==> config.mk <==
export PLATFORM = sky130hd
export DESIGN_NAME = comm_par_master_flat
export DESIGN_NICKNAME = d
export VERILOG_FILES = /design/src/rtl/comm_par_pkg.sv /design/src/rtl/comm_par_if.sv /design/src/rtl/comm_par_timer.sv /design/src/rtl/comm_par_master.sv /design/src/flat_wrapper.sv
export SDC_FILE = /design/constraint.sdc
export NUM_CORES = 1
export LEC_CHECK = 0
export ABC_AREA = 0
export ABC_CLOCK_PERIOD_IN_PS = 2000
export CAP_MARGIN = 20
export CORE_MARGIN = 4
export CORE_UTILIZATION = 46
export DETAILED_ROUTE_END_ITERATION = 8
export PLACE_DENSITY = 0.81
export SYNTH_ARGS = -nofsm -noshare
export SYNTH_HDL_FRONTEND = slang
export SYNTH_SLANG_ARGS = --single-unit
==> constraint.sdc <==
create_clock -name clk -period 2 [get_ports clk]
set_input_delay 0.2 -clock clk [delete_from_list [all_inputs] [get_ports clk]]
set_output_delay 0.2 -clock clk [all_outputs]
set_load 0.02 [all_outputs]
==> src/rtl/comm_par_pkg.sv <==
// Shared types and constants for the commParalel bus master.
// Widths of the nibble bus, the host byte and the slave address space.
package comm_par_pkg;

   localparam int NIB_W  = 4;
   localparam int BYTE_W = 8;
   localparam int ADDR_W = 8;

   typedef enum logic [2:0] {
      ST_IDLE   = 3'd0,
      ST_SETUP  = 3'd1,
      ST_STROBE = 3'd2,
      ST_HOLD   = 3'd3,
      ST_DONE   = 3'd4
   } state_e;

   // Slave address of a nibble: base for the low nibble, base+1 (wrapping) for the high one.
   function automatic logic [ADDR_W-1:0] nib_addr(input logic [ADDR_W-1:0] base,
                                                  input logic              nib);
      return base + {{(ADDR_W-1){1'b0}}, nib};
   endfunction

endpackage

==> src/rtl/comm_par_if.sv <==
// Host request/response handshake plus the parallel pins of the commParalel slave.
// The master modport is the bus master; the slave modport is the host/pin side around it.
interface comm_par_if;
   import comm_par_pkg::*;

   logic              req_valid;
   logic              req_ready;
   logic              req_write;
   logic [ADDR_W-1:0] req_addr;
   logic [BYTE_W-1:0] req_wdata;
   logic              rsp_valid;
   logic [BYTE_W-1:0] rsp_rdata;
   logic [ADDR_W-1:0] bus_addr;
   logic [NIB_W-1:0]  bus_wdata;
   logic              bus_wdata_oe;
   logic [NIB_W-1:0]  bus_rdata;
   logic              bus_write;
   logic              bus_read;

   modport master (
      input  req_valid, req_write, req_addr, req_wdata, bus_rdata,
      output req_ready, rsp_valid, rsp_rdata,
      output bus_addr, bus_wdata, bus_wdata_oe, bus_write, bus_read
   );

   modport slave (
      output req_valid, req_write, req_addr, req_wdata, bus_rdata,
      input  req_ready, rsp_valid, rsp_rdata,
      input  bus_addr, bus_wdata, bus_wdata_oe, bus_write, bus_read
   );

endinterface

==> src/rtl/comm_par_timer.sv <==
// Loadable down-counter timing one bus phase; done is high in the last cycle of the phase.
// A start in that same cycle chains straight into the next phase.
module comm_par_timer #(
   parameter int CNT_W = 4
) (
   input  logic             clk,
   input  logic             rst,
   input  logic             start,
   input  logic [CNT_W-1:0] load_val,
   output logic             done
);

   logic [CNT_W-1:0] cnt_r;
   logic             run_r;

   // Count the loaded number of cycles down to zero.
   always_ff @(posedge clk) begin
      if (rst) begin
         cnt_r <= '0;
         run_r <= 1'b0;
      end else if (start) begin
         cnt_r <= load_val - {{(CNT_W-1){1'b0}}, 1'b1};
         run_r <= 1'b1;
      end else if (run_r) begin
         if (cnt_r == '0) begin
            run_r <= 1'b0;
         end else begin
            cnt_r <= cnt_r - {{(CNT_W-1){1'b0}}, 1'b1};
         end
      end
   end

   assign done = run_r && (cnt_r == '0);

endmodule

==> src/rtl/comm_par_master.sv <==
// Bus master for the commParalel slave: each host byte becomes two timed nibble cycles,
// low nibble at addr and high nibble at addr+1, with registered pin outputs.
module comm_par_master
   import comm_par_pkg::*;
#(
   parameter int SETUP_CYC  = 2,
   parameter int STROBE_CYC = 4,
   parameter int HOLD_CYC   = 2,
   parameter int CNT_W      = 4
) (
   input logic         clk,
   input logic         rst,
   comm_par_if.master  cp
);

   localparam logic [CNT_W-1:0] SETUP_LD  = CNT_W'(SETUP_CYC);
   localparam logic [CNT_W-1:0] STROBE_LD = CNT_W'(STROBE_CYC);
   localparam logic [CNT_W-1:0] HOLD_LD   = CNT_W'(HOLD_CYC);

   state_e            state_r;
   logic              wr_r;
   logic [ADDR_W-1:0] addr_r;
   logic [BYTE_W-1:0] wdata_r;
   logic [BYTE_W-1:0] rdata_r;
   logic              nib_r;
   logic              req_ready_r;
   logic              rsp_valid_r;
   logic [BYTE_W-1:0] rsp_rdata_r;
   logic [ADDR_W-1:0] bus_addr_r;
   logic [NIB_W-1:0]  bus_wdata_r;
   logic              bus_oe_r;
   logic              bus_write_r;
   logic              bus_read_r;

   logic              accept_s;
   logic              tmr_start_s;
   logic [CNT_W-1:0]  tmr_load_s;
   logic              tmr_done_s;

   assign accept_s = (state_r == ST_IDLE) && req_ready_r && cp.req_valid;

   // Restart the phase timer on every phase entry with that phase's length.
   always_comb begin
      tmr_start_s = 1'b0;
      tmr_load_s  = SETUP_LD;
      case (state_r)
         ST_IDLE: begin
            tmr_start_s = accept_s;
            tmr_load_s  = SETUP_LD;
         end
         ST_SETUP: begin
            tmr_start_s = tmr_done_s;
            tmr_load_s  = STROBE_LD;
         end
         ST_STROBE: begin
            tmr_start_s = tmr_done_s;
            tmr_load_s  = HOLD_LD;
         end
         ST_HOLD: begin
            tmr_start_s = tmr_done_s && !nib_r;
            tmr_load_s  = SETUP_LD;
         end
         default: begin
            tmr_start_s = 1'b0;
            tmr_load_s  = SETUP_LD;
         end
      endcase
   end

   comm_par_timer #(.CNT_W(CNT_W)) u_timer (
      .clk      (clk),
      .rst      (rst),
      .start    (tmr_start_s),
      .load_val (tmr_load_s),
      .done     (tmr_done_s)
   );

   // Transaction sequencer; every pin output is registered here.
   always_ff @(posedge clk) begin
      if (rst) begin
         state_r     <= ST_IDLE;
         wr_r        <= 1'b0;
         addr_r      <= '0;
         wdata_r     <= '0;
         rdata_r     <= '0;
         nib_r       <= 1'b0;
         req_ready_r <= 1'b1;
         rsp_valid_r <= 1'b0;
         rsp_rdata_r <= '0;
         bus_addr_r  <= '0;
         bus_wdata_r <= '0;
         bus_oe_r    <= 1'b0;
         bus_write_r <= 1'b0;
         bus_read_r  <= 1'b0;
      end else begin
         case (state_r)
            ST_IDLE: begin
               rsp_valid_r <= 1'b0;
               if (accept_s) begin
                  wr_r        <= cp.req_write;
                  addr_r      <= cp.req_addr;
                  wdata_r     <= cp.req_wdata;
                  nib_r       <= 1'b0;
                  bus_addr_r  <= cp.req_addr;
                  bus_wdata_r <= cp.req_wdata[NIB_W-1:0];
                  bus_oe_r    <= cp.req_write;
                  req_ready_r <= 1'b0;
                  state_r     <= ST_SETUP;
               end else begin
                  req_ready_r <= 1'b1;
               end
            end
            ST_SETUP: begin
               if (tmr_done_s) begin
                  bus_write_r <= wr_r;
                  bus_read_r  <= ~wr_r;
                  state_r     <= ST_STROBE;
               end
            end
            ST_STROBE: begin
               if (tmr_done_s) begin
                  if (!wr_r) begin
                     rdata_r[{nib_r, 2'b00} +: NIB_W] <= cp.bus_rdata;
                  end
                  bus_write_r <= 1'b0;
                  bus_read_r  <= 1'b0;
                  state_r     <= ST_HOLD;
               end
            end
            ST_HOLD: begin
               // Address/data may only move here, after the hold window, never under a strobe.
               if (tmr_done_s) begin
                  if (!nib_r) begin
                     nib_r       <= 1'b1;
                     bus_addr_r  <= nib_addr(addr_r, 1'b1);
                     bus_wdata_r <= wdata_r[BYTE_W-1:NIB_W];
                     state_r     <= ST_SETUP;
                  end else begin
                     rsp_valid_r <= 1'b1;
                     if (!wr_r) begin
                        rsp_rdata_r <= rdata_r;
                     end
                     bus_oe_r    <= 1'b0;
                     state_r     <= ST_DONE;
                  end
               end
            end
            ST_DONE: begin
               rsp_valid_r <= 1'b0;
               req_ready_r <= 1'b1;
               state_r     <= ST_IDLE;
            end
            default: begin
               bus_write_r <= 1'b0;
               bus_read_r  <= 1'b0;
               bus_oe_r    <= 1'b0;
               rsp_valid_r <= 1'b0;
               req_ready_r <= 1'b1;
               state_r     <= ST_IDLE;
            end
         endcase
      end
   end

   assign cp.req_ready    = req_ready_r;
   assign cp.rsp_valid    = rsp_valid_r;
   assign cp.rsp_rdata    = rsp_rdata_r;
   assign cp.bus_addr     = bus_addr_r;
   assign cp.bus_wdata    = bus_wdata_r;
   assign cp.bus_wdata_oe = bus_oe_r;
   assign cp.bus_write    = bus_write_r;
   assign cp.bus_read     = bus_read_r;

endmodule

==> src/flat_wrapper.sv <==
// flat-port wrapper written by rule: the top's interface ports become plain ports
module comm_par_master_flat import comm_par_pkg::*;
#(
   parameter int SETUP_CYC  = 2,
   parameter int STROBE_CYC = 4,
   parameter int HOLD_CYC   = 2,
   parameter int CNT_W      = 4
)
  (clk, rst, cp_req_valid, cp_req_write, cp_req_addr, cp_req_wdata, cp_bus_rdata, cp_req_ready, cp_rsp_valid, cp_rsp_rdata, cp_bus_addr, cp_bus_wdata, cp_bus_wdata_oe, cp_bus_write, cp_bus_read);
  comm_par_if cp_i ();
  input logic clk;
  input logic rst;
  input wire logic [$bits(cp_i.req_valid)-1:0] cp_req_valid;
  input wire logic [$bits(cp_i.req_write)-1:0] cp_req_write;
  input wire logic [$bits(cp_i.req_addr)-1:0] cp_req_addr;
  input wire logic [$bits(cp_i.req_wdata)-1:0] cp_req_wdata;
  input wire logic [$bits(cp_i.bus_rdata)-1:0] cp_bus_rdata;
  output wire logic [$bits(cp_i.req_ready)-1:0] cp_req_ready;
  output wire logic [$bits(cp_i.rsp_valid)-1:0] cp_rsp_valid;
  output wire logic [$bits(cp_i.rsp_rdata)-1:0] cp_rsp_rdata;
  output wire logic [$bits(cp_i.bus_addr)-1:0] cp_bus_addr;
  output wire logic [$bits(cp_i.bus_wdata)-1:0] cp_bus_wdata;
  output wire logic [$bits(cp_i.bus_wdata_oe)-1:0] cp_bus_wdata_oe;
  output wire logic [$bits(cp_i.bus_write)-1:0] cp_bus_write;
  output wire logic [$bits(cp_i.bus_read)-1:0] cp_bus_read;
  assign cp_i.req_valid = cp_req_valid;
  assign cp_i.req_write = cp_req_write;
  assign cp_i.req_addr = cp_req_addr;
  assign cp_i.req_wdata = cp_req_wdata;
  assign cp_i.bus_rdata = cp_bus_rdata;
  assign cp_req_ready = cp_i.req_ready;
  assign cp_rsp_valid = cp_i.rsp_valid;
  assign cp_rsp_rdata = cp_i.rsp_rdata;
  assign cp_bus_addr = cp_i.bus_addr;
  assign cp_bus_wdata = cp_i.bus_wdata;
  assign cp_bus_wdata_oe = cp_i.bus_wdata_oe;
  assign cp_bus_write = cp_i.bus_write;
  assign cp_bus_read = cp_i.bus_read;
  comm_par_master #(.SETUP_CYC(SETUP_CYC), .STROBE_CYC(STROBE_CYC), .HOLD_CYC(HOLD_CYC), .CNT_W(CNT_W)) u_core (.clk(clk), .rst(rst), .cp(cp_i));
endmodule
### After elaboration in Yosys (flattened, before gate mapping)

Index checks and enable logic that the tools add are counted.

* flip-flop bits (word level): 59
* bits in latches: 0
* memory bits (writable): 0
* ROM bits: 0
* input port bits: 24
* output and inout bits: 25
* logic and storage cells: 100
* memories kept: 0

* $add $sub $neg: 4
* multiply operators: 0
* div/mod/pow operators: 0
* $lt $le $gt $ge: 0
* equal/unequal tests: 11
* shift operators: 2
* multiplexer cells: 40
* bitwise logic cells: 4
* reduce and logical (&&, ||, !) cells: 23

Operators by type and width (number)
* $mux 4: 6
* $mux 8: 3
* $mux 3: 6
* $pmux 8 s2: 1
* $reduce_and 4->1: 4
* $mux 1: 14
* $ne 2x1->1 const B: 6
* $pmux 1 s3: 4
* $pmux 3 s4: 1
* $reduce_and 3->1: 4
* $reduce_or 3->1: 3
* $add 8x1->8 const B: 1
* $bwmux 8: 1
* $pmux 4 s2: 1
* $shift 4x5->8 const A: 1
* $shiftx 4x5->8: 1
* $eq 3x2->1 const B: 2
* $pmux 1 s2: 3
* $neg 3->5: 1
* $logic_and 1x1->1: 4
* $logic_not 4->1: 1
* $not 1->1: 4
* $reduce_and 2->1: 2
* $reduce_bool 2->1: 2
* other kinds (8): 8

### Longest topological paths before layout

Gate-level depths: netlist (run 1).

* depth in word-level cells: 6
* gate-level depth with buffers: 10
* mapped depth without buffers: 9

### Hierarchy

Synthesis (run 1) repeated with hierarchy kept, for this count alone.

* cells, all modules: 301
* area total of the unflattened synthesis: 2522.4 um^2

Modules (own cells, without submodules)
* comm_par_master: times used 1, cells an instance 268, area each 2209.6 um^2, seq. area each 1001.0 um^2
* comm_par_timer: times used 1, cells an instance 33, area each 312.8 um^2, seq. area each 100.1 um^2

### Least setup slack after synthesis (run 1)

No wires, ideal clock.

* path kind: register -> register
* start point: register u_core.state_r[1]
* end point: register u_core.u_timer.cnt_r[2]
* setup time: 0.091 ns
* data arrival time: 2.154 ns
* required time: 1.909 ns
* slack: -0.245 ns
* stages on the path, launching flop included: 11
* buffers on the path: 1
* period minus slack after synthesis: 2.245 ns
* cell sequence: dfxtp_1 > clkbuf_1 > or4bb_1 > o211ai_1 > nand2_1 > a21boi_0 > ha_1 > nand2_1 > nor3_1 > a221oi_1 > a311oi_1

* longest elaborated chain between the ends: 6
* elaborated cells between the ends (all ways): 14
* classes of those cells: 1 x add/sub; 4 x eq/ne; 3 x mux; 6 x reduce/logical

RTL lines
* start: declaration: RTL line comm_par_master.sv:20 `state_e state_r;`
* start signal: assignment: RTL line comm_par_master.sv:81 `state_r <= ST_IDLE;`
* start signal: assignment: RTL line comm_par_master.sv:108 `state_r <= ST_SETUP;`
* start signal: assignment: RTL line comm_par_master.sv:117 `state_r <= ST_STROBE;`
* parallel branches: the longest is 6 deep, another holds $sub 3x1->4
* end signal: assignment: RTL line comm_par_timer.sv:22 `cnt_r <= load_val - {{(CNT_W-1){1'b0}}, 1'b1};`
* end signal: assignment: RTL line comm_par_timer.sv:28 `cnt_r <= cnt_r - {{(CNT_W-1){1'b0}}, 1'b1};`
* end: declaration: RTL line comm_par_timer.sv:13 `logic [CNT_W-1:0] cnt_r;`

Parallel ways; which one is timed is not known.
A chain may end at the register's enable or synchronous reset.

### Worst setup path after layout (run 1)

* start point: register u_core.u_timer.cnt_r[2]
* end point: register u_core.u_timer.cnt_r[2]

* longest elaborated chain between the ends: 6
* elaborated cells between the ends (all ways): 11
* classes of those cells: 1 x add/sub; 1 x eq/ne; 4 x mux; 5 x reduce/logical

RTL lines
* $logic_not 4->1: RTL line comm_par_timer.sv:25, comm_par_timer.sv:33
* $logic_and 1x1->1: RTL line comm_par_timer.sv:33 `assign done = run_r && (cnt_r == '0);`
* $logic_and 1x1->1: RTL line comm_par_master.sv:60 `tmr_start_s = tmr_done_s && !nib_r;`
* $pmux 1 s3: RTL line comm_par_master.sv:46 `case (state_r)`
* $ne 2x1->1 (no line) or $reduce_bool 2->1 (tied branches)
* $reduce_and 2->1 (no line)

Several ways; a longest one is shown, not always the timed one. The select of a mux whose other input is x is not followed.

==> results of run 1 <==
==> placed cells by master (no fill, tap or decap), drive strengths merged, types with 6 or more instances in the layout <==
cell	instances
clkdlybuf4s50	47
nand2	53
o21ai	14
clkbuf	6
nor3	8
dfxtp	55
a21oi	24
buf	31
nand3	13
nor2	24
nor2b	14
mux2	8
mux2i	18
==> power groups by stage <==
stage	logic (mW)	registers, mW	clock network [mW]
after floorplan	0.684	1.42	0
after global placement	1.26	1.34	0
after detailed placement	1.29	1.35	0
after CTS	1.35	1.32	0.638
after global routing	1.53	1.35	0.667
final	1.40	1.33	0.625
==> cell families after synthesis <==
logic type      share of synthesized area (%)
buf+inv                                 3.028
fa+ha+maj                              0.9764
xor+xnor                                2.051
compound gates                          15.19
mux                                     10.55
flops                                   42.97
simple gates                            25.24
==> flip-flops by register name (all words and copies together), names as in the netlist, 3 cells and up <==
| signal | flops |
|---|---|
| u_core.addr_r | 8 |
| u_core.cp.bus_addr | 8 |
| u_core.cp.rsp_rdata | 8 |
| u_core.rdata_r | 8 |
| u_core.cp.bus_wdata | 4 |
| u_core.u_timer.cnt_r | 4 |
| u_core.wdata_r | 4 |
| u_core.state_r | 3 |
==> what timing repair did <==
action | CTS | global route
resized for setup | 6 | 4
pin swaps | 3 | 1
setup buffers | 1 | 0
setup endpoints to repair | 2 | 9
endpoints found under the hold margin | 0 | 0
==> final cells by class <==
type | count | area [um^2] | share of cell area, %
multi-input cells | 227 | 1433 | 41.85
clock inverters | 1 | 5.005 | 0.1462
clock buffers | 6 | 82.58 | 2.412
well taps | 70 | 87.58 | 2.558
flip-flops and latches | 55 | 1104 | 32.24
inverters | 2 | 7.507 | 0.2193
repair buffers | 78 | 704.4 | 20.58
==> worst paths after layout <==
check	slack [ns]	from	cells past startpoint	endpoint
max	-0.21	u_core.u_timer.cnt_r[2]	9	u_core.u_timer.cnt_r[2]
min	0.32	rst	4	u_core.cp.bus_addr[0]
max reg2reg	-0.21	u_core.u_timer.cnt_r[2]	9	u_core.u_timer.cnt_r[2]
min reg2reg	0.46	u_core.wdata_r[7]	2	u_core.wdata_r[7]
==> worst max-delay path, cell delays in order (launching register included) <==
cell	delay (ns)
dfxtp_2	0.33
or4bb_1	0.49
o211ai_1	0.33
nand2_1	0.17
a21boi_2	0.19
ha_4	0.16
nand2_2	0.06
nor3_2	0.13
a221oi_1	0.07
a311oi_1	0.19
==> metal layers <==
layer  up-vias  global-route usage (%)
met5         -                       0
met4         0                   7.516
met3        11                   4.013
met2        54                   31.01
met1      1120                   25.78
li1       1193                       -
==> run metrics, run 1 <==
status finished, violations left; failing checks negative setup slack; Ant. Diodes 0; DPL Wire Length 4500 um; Tmin final 2.213 ns; GRT overflow 0; largest net degree at the start of global routing 38; VDD IR-drop max 474.7 uV; Final #Nets 395; placer congestion estimate 0.8909; Final Cell Area 3423 um^2; WL/cell 14.59 um; Worst-path clk slew 0.10 ns; Crit Path Category register to register; Data arrival, critical path 2.43 ns; Clock Path Buffers 2; # IOs 49; starting density of the core 48.92%; Hold WC Path Type input pin to register; Final WS setup -0.2128 ns; CTS buffer count 5; setup violators final 2; clk root buf clkbuf_8; fill count 427; die footprint 6829 um^2; vias per inst 5.417; Crit. End Element register; PD cells 979.9 nW/um^2; sw frac 34.95%; fin. max-slew vios 0; Cell variety after synth 43; clock skew 0.01004 ns; cell taking the most area after synthesis dfxtp_1; Gate power share 41.7%; post-synth top area share 42.97%; sequential area share after synthesis 42.97%; setup TNS -0.3903 ns; ys flop type dfxtp_1; worst slack at placement -0.5043 ns; Worst Tran Pin Value 0.4153 ns; worst endpoint required time 2.22 ns; maxcap violations 0; Clock power frac 18.6%; Syn Area/Cell 8.485 um^2; GRT Total Usage 19.46%; placed inst area 3284 um^2; Flop pwr share 39.6%; clock sink count 55; Post-Synthesis Cells 302; DRT iter0 DRCs 167; share of layout cells above drive strength 1 15.72%; number of I/O port buffers 48; fin util 65.36%; netlist area before placement 2562 um^2; metal3 WL 269 um; slew margin rel. 72.10%; CTS tree yes; most frequent cell after synthesis dfxtp_1; final cell count without fillers 439; vias in the first global route 2,248; Final Power 3.354 mW; CP Max Fanout 3; switching component of the power 1.172 mW; Top Layer Used met4; area grow syn2layout 33.59%; # placed instances 431; worst hold slack 0.3202 ns; first-pass GRT wire length 10,400 um; number of synthesized flops with an enable pin 0; #FFs+latches synth 55; DRC Markers 0; Fin. Hold Viols 0; RSZ-0062 raised after global routing true; DR vias 2,378; H-tree depth 2; Antenna Nets Post-Route 0; largest cells by area after synthesis dfxtp_1, nand2_1, mux2i_1, a21oi_1, mux2_2; Routed WL 6405 um; final period utilization 110.6%; Post-synth top cells dfxtp_1, nand2_1, a21oi_1, nor2_1, mux2i_1; Die Y 82.64 um; Core Footprint 5238 um^2; DRT met1 WL 2963 um; ys async rst share 0%; met2 WL 3069 um; Worst-Skew Late Latency 0.30 ns; Synthesized Nets 328; nature of the critical path startpoint register; initial antenna violation count 0; leakage 1.312 nW; P_int 2.182 mW; highest clock rate 451.9 MHz; drt pass-1 iters 4; die width 82.64 um; hold buffers post-CTS 0; Placement Rows 26; Yosys warnings 0
Note: power is estimated with default switching activity, not from simulation.
==> run 2, diff against run 1 <==
Settings changed: ABC_CLOCK_PERIOD_IN_PS 2000 to 2500, CORE_UTILIZATION 46 to 51, MAX_ROUTING_LAYER set to met4, PLACE_DENSITY 0.81 to 0.85.
Clock period 2 ns to 2.5 ns, I/O delays scaled along.
==> run metrics, run 2 (synthesis results as in run 1) <==
status finished clean; area grow syn2layout 29.88%; WL/cell 14.23 um; Worst-path clk slew 0.10 ns; number of I/O port buffers 48; worst hold slack 0.4336 ns; die footprint 6223 um^2; # IOs 49; Hold WC Path Type input pin to register; Clock power frac 23.2%; CP max stage delay 0.48 ns; setup violators final 0; drt pass-1 iters 4; CTS buffer count 5; Core Footprint 4786 um^2; die width 78.89 um; initial antenna violation count 0; setup TNS 0 ns; most frequent CP cell nand2_1; vias per inst 5.604; final period utilization 97.04%; slew margin rel. 50.59%; maxcap violations 0; FF-to-FF Start u_core.u_timer.cnt_r[2]; clk root buf clkbuf_8; Ant. Diodes 0; Clock Path Buffers 2; PD cells 798.1 nW/um^2; fin util 69.54%; reg2reg setup slack 0.07 ns; leakage 1.252 nW; Placement Rows 25; GRT overflow 0; Worst Tran Pin Value 0.7354 ns; placer congestion estimate 0.8289; nature of the critical path startpoint register; Data arrival, critical path 2.64 ns; DPL Wire Length 4159 um; critical path cell sequence or4bb_1 > o211ai_1 > nand2_1 > buf_4 > nand2_1 > ha_1 > nand2_1 > nor3_2 > a221oi_2 > a311oi_1; Die Y 78.89 um; Final #Nets 380; crit path capture u_core.u_timer.cnt_r[2]; placed inst area 3169 um^2; highest clock rate 412.2 MHz; FF-to-FF path depth 10; met2 GRT Util 30.81%; Crit Path Category register to register; sw frac 34.03%; CP Max Fanout 6; share of layout cells above drive strength 1 11.83%; Gate power share 35.8%; Fin. Hold Viols 0; clock skew 0.004910 ns; Setup crit start u_core.u_timer.cnt_r[2]; Tmin final 2.426 ns; first-pass GRT wire length 9722 um; RR Endpoint u_core.u_timer.cnt_r[2]; fin. max-slew vios 0; H-tree depth 2; vias in the first global route 2,159; GRT Total Usage 19.83%; P_int 1.752 mW; Crit. End Element register; DRT iter0 DRCs 186; largest net degree at the start of global routing 33; met3 GRT Util 3.628%; Flop pwr share 41.0%; CP delay by family, top simple AND/OR/NAND/NOR gates; Final Cell Area 3328 um^2; commonest non-fill, non-tap cells in the layout dfxtp_1, nand2_1, clkdlybuf4s50_1; commonest non-fill, non-tap cell in the layout dfxtp_1; CP bufs+invs 1; Most Crowded Layer GR met2; Antenna Nets Post-Route 0; Routed WL 6004 um; CTS tree yes; Stages on worst setup path 10; starting density of the core 53.54%; switching component of the power 0.9038 mW; met1 usage 25.73%; critical path's slowest cell or4bb_1; worst endpoint required time 2.71 ns; DR vias 2,365; clock sink count 55; Final Power 2.656 mW; DRC Markers 0; VDD IR-drop max 492.8 uV; Worst-Skew Late Latency 0.30 ns
[run 2: what timing repair did]
action,CTS,global route
hold endpoints to repair,0,0
buffers inserted,0,1
endpoints found under the setup margin,1,1
resized for setup,1,6
hold buffers,0,0
pin swaps,0,3
[run 2: worst min path at each step]
| stage | from | to | slack (ns) | cells past startpoint |
|---|---|---|---|---|
| 2_1_floorplan | cp_req_wdata[4] | u_core.wdata_r[4] | 0.39 | 2 |
| 3_3_place_gp | u_core.cp.bus_addr[0] | u_core.cp.bus_addr[0] | 0.44 | 2 |
| 3_5_place_dp | u_core.wdata_r[7] | u_core.wdata_r[7] | 0.45 | 2 |
| 4_1_cts | rst | u_core.rdata_r[5] | 0.42 | 2 |
| 5_1_grt | rst | u_core.cp.rsp_rdata[5] | 0.46 | 2 |
| 6_report | rst | u_core.rdata_r[5] | 0.43 | 2 |
[run 2: final cells by class]
class	instances	area, um^2
repair buffers	63	600.6
multi-input cells	227	1413
clock inverters	2	38.79
flip-flops and latches	55	1102
inverters	2	7.507
fillers	380	1458
clock buffers	6	82.58
well taps	67	83.83
[run 2: power by group through the flow]
stage	combinational [mW]	sequential, mW	clock [mW]
after floorplan	0.528	1.13	0
after global placement	0.852	1.10	0
after detailed placement	0.883	1.10	0
after CTS	0.902	1.08	0.628
after global routing	1.04	1.11	0.659
final	0.950	1.09	0.616
[run 2: through the flow]
step / worst slack [ns] / std cells
final: 0.07401 / 422
after global routing: -0.08193 / 422
after floorplan: 0.2555 / 302
after global placement: 0.03702 / 413
after detailed placement: -0.1264 / 413
after CTS: 0.05676 / 421
[run 2: layer usage]
metal | part of all wire [%] | vias up | wire length (um)
li1 | - | 1162 | -
met1 | 44 | 1107 | 2655
met2 | 48 | 86 | 2904
met3 | 5.9 | 10 | 354
met4 | 1.5 | 0 | 90
met5 | 0 | - | 0
==> run 3, diff against run 2 <==
Settings changed: ABC_AREA 0 to not set, ABC_CLOCK_PERIOD_IN_PS 2500 to 2400, SKIP_LAST_GASP set to 1.
Clock period 2.5 ns to 2.4 ns, I/O delays scaled along.
==> run metrics, run 3 (synthesis results as in run 1) <==
clock skew 0.007151 ns; worst endpoint required time 2.59 ns; CTS buffer count 5; DRC Markers 0; first-pass GRT wire length 10,040 um; Final Power 2.683 mW; vias per inst 5.517; number of I/O port buffers 48; Clock Path Buffers 2; slew margin rel. 54.05%; Setup crit start u_core.state_r[2]; initial antenna violation count 0; CTS tree yes; clock sink count 55; area of the multi-input gates 1400 um^2; Hold Path Sink u_core.wr_r; Hold Path Stages 2; PD cells 815.7 nW/um^2; commonest non-fill, non-tap cells in the layout dfxtp_1, nand2_1, clkdlybuf4s50_1; P_int 1.773 mW; Crit. End Element register; Gate power share 35.3%; Core Footprint 4786 um^2; Routed WL 5793 um; die footprint 6223 um^2; leakage 1.233 nW; DRT iter0 DRCs 169; RSZ-0062 raised after global routing false; DR vias 2,317; die width 78.89 um; # placed instances 412; Ant. Diodes 0; Placement Rows 25; Worst-path clk slew 0.10 ns; CP max stage delay 0.49 ns; fin. max-slew vios 0; H-tree depth 2; starting density of the core 53.54%; clk root buf clkbuf_8; area grow syn2layout 28.37%; GRT overflow 0; FF-to-FF Start u_core.state_r[2]; Die Y 78.89 um; WL/cell 13.79 um; Antenna Nets Post-Route 0; maxcap violations 0; Hold WC Path Type input pin to register; GRT Total Usage 20.58%; placer congestion estimate 0.7938; Final #Nets 379; commonest non-fill, non-tap cell in the layout dfxtp_1; highest clock rate 451.0 MHz; hold buffers post-CTS 0; Min-Delay Startpoint rst; Worst-Skew Late Latency 0.31 ns; final period utilization 92.38%; status finished clean; critical path cell sequence or4bb_1 > o211ai_1 > buf_4 > nand3_1 > a21boi_1 > ha_2 > nand2_1 > nor3_1 > a221oi_1 > a311oi_1; sw frac 33.91%; setup TNS 0 ns; Crit Path Category register to register; nature of the critical path startpoint register; Clock power frac 22.6%; fin util 68.73%; Worst Tran Pin Value 0.6840 ns; drt pass-1 iters 4; Storage cell area 1102 um^2; fill count 406; DPL Wire Length 4070 um; final cell count without fillers 420; Final Cell Area 3289 um^2; # IOs 49; CP Max Fanout 5; setup violators final 0; FF-to-FF path depth 10; switching component of the power 0.9098 mW; share of layout cells above drive strength 1 10.48%; reg2reg setup slack 0.18 ns; placed inst area 3162 um^2; largest net degree at the start of global routing 40; Fin. Hold Viols 0; Tmin final 2.217 ns; vias in the first global route 2,190; Data arrival, critical path 2.41 ns; Flop pwr share 42.1%; critical path's slowest cell or4bb_1; VDD IR-drop max 566.9 uV; RR Endpoint u_core.u_timer.cnt_r[2]
run 3: area by class of cell:
class / instances / share of cell area (%)
sequential: 55 / 33.51
multi-input combinational: 227 / 42.56
inverter: 2 / 0.2282
tap: 67 / 2.549
clock inverter: 1 / 0.9129
timing repair buffer: 62 / 18.03
clock buffer: 6 / 2.206
run 3: repair_timing:
| item | CTS | global route |
|---|---|---|
| resized for setup | 0 | 5 |
| endpoints found under the setup margin | 1 | 1 |
| pin swaps | 1 | 2 |
| buffers inserted | 1 | 0 |
run 3: power groups by stage:
| stage | clock [mW] | combinational (mW) | sequential (mW) |
|---|---|---|---|
| 2_1_floorplan | 0 | 0.550 | 1.18 |
| 3_3_place_gp | 0 | 0.879 | 1.14 |
| 5_1_grt | 0.651 | 1.04 | 1.15 |
| 4_1_cts | 0.614 | 0.920 | 1.13 |
| 6_report | 0.607 | 0.946 | 1.13 |
| 3_5_place_dp | 0 | 0.902 | 1.15 |
run 3: through the flow:
step / hold slack, ns / setup WS, ns
detailed placement: 0.4488 / -0.2108
global placement: 0.4434 / -0.08473
global route: 0.3807 / 0.02515
floorplan: 0.3760 / 0.1555
CTS: 0.3515 / 0.002954
finish: 0.3635 / 0.1828
run 3: worst max-delay path, delay by kind of cell (launching register included):
kind	cells	cell delay [ns]
AND/OR/NAND/NOR	4	0.71
flip-flops	1	0.35
adder cells (fa/ha/maj)	1	0.20
AO/OA/AOI/OAI	4	0.66
buffers and inverters	1	0.16
run 3: per-layer routing:
metal | up-vias | GRT usage, % | routed length (um)
li1 | 1161 | - | -
met1 | 1097 | 25.53 | 2676
met2 | 50 | 33.19 | 2757
met3 | 9 | 3.288 | 256
met4 | 0 | 9.278 | 103
met5 | - | - | 0
run 3: how the worst max path moves through the flow:
| stage | to | slack, ns |
|---|---|---|
| finish | u_core.u_timer.cnt_r[2] | 0.18 |
| global route | u_core.u_timer.cnt_r[2] | 0.03 |
| CTS | u_core.u_timer.cnt_r[2] | 0.003 |
| detailed placement | u_core.u_timer.cnt_r[2] | -0.21 |
| global placement | u_core.u_timer.cnt_r[2] | -0.08 |
| floorplan | u_core.u_timer.cnt_r[2] | 0.16 |
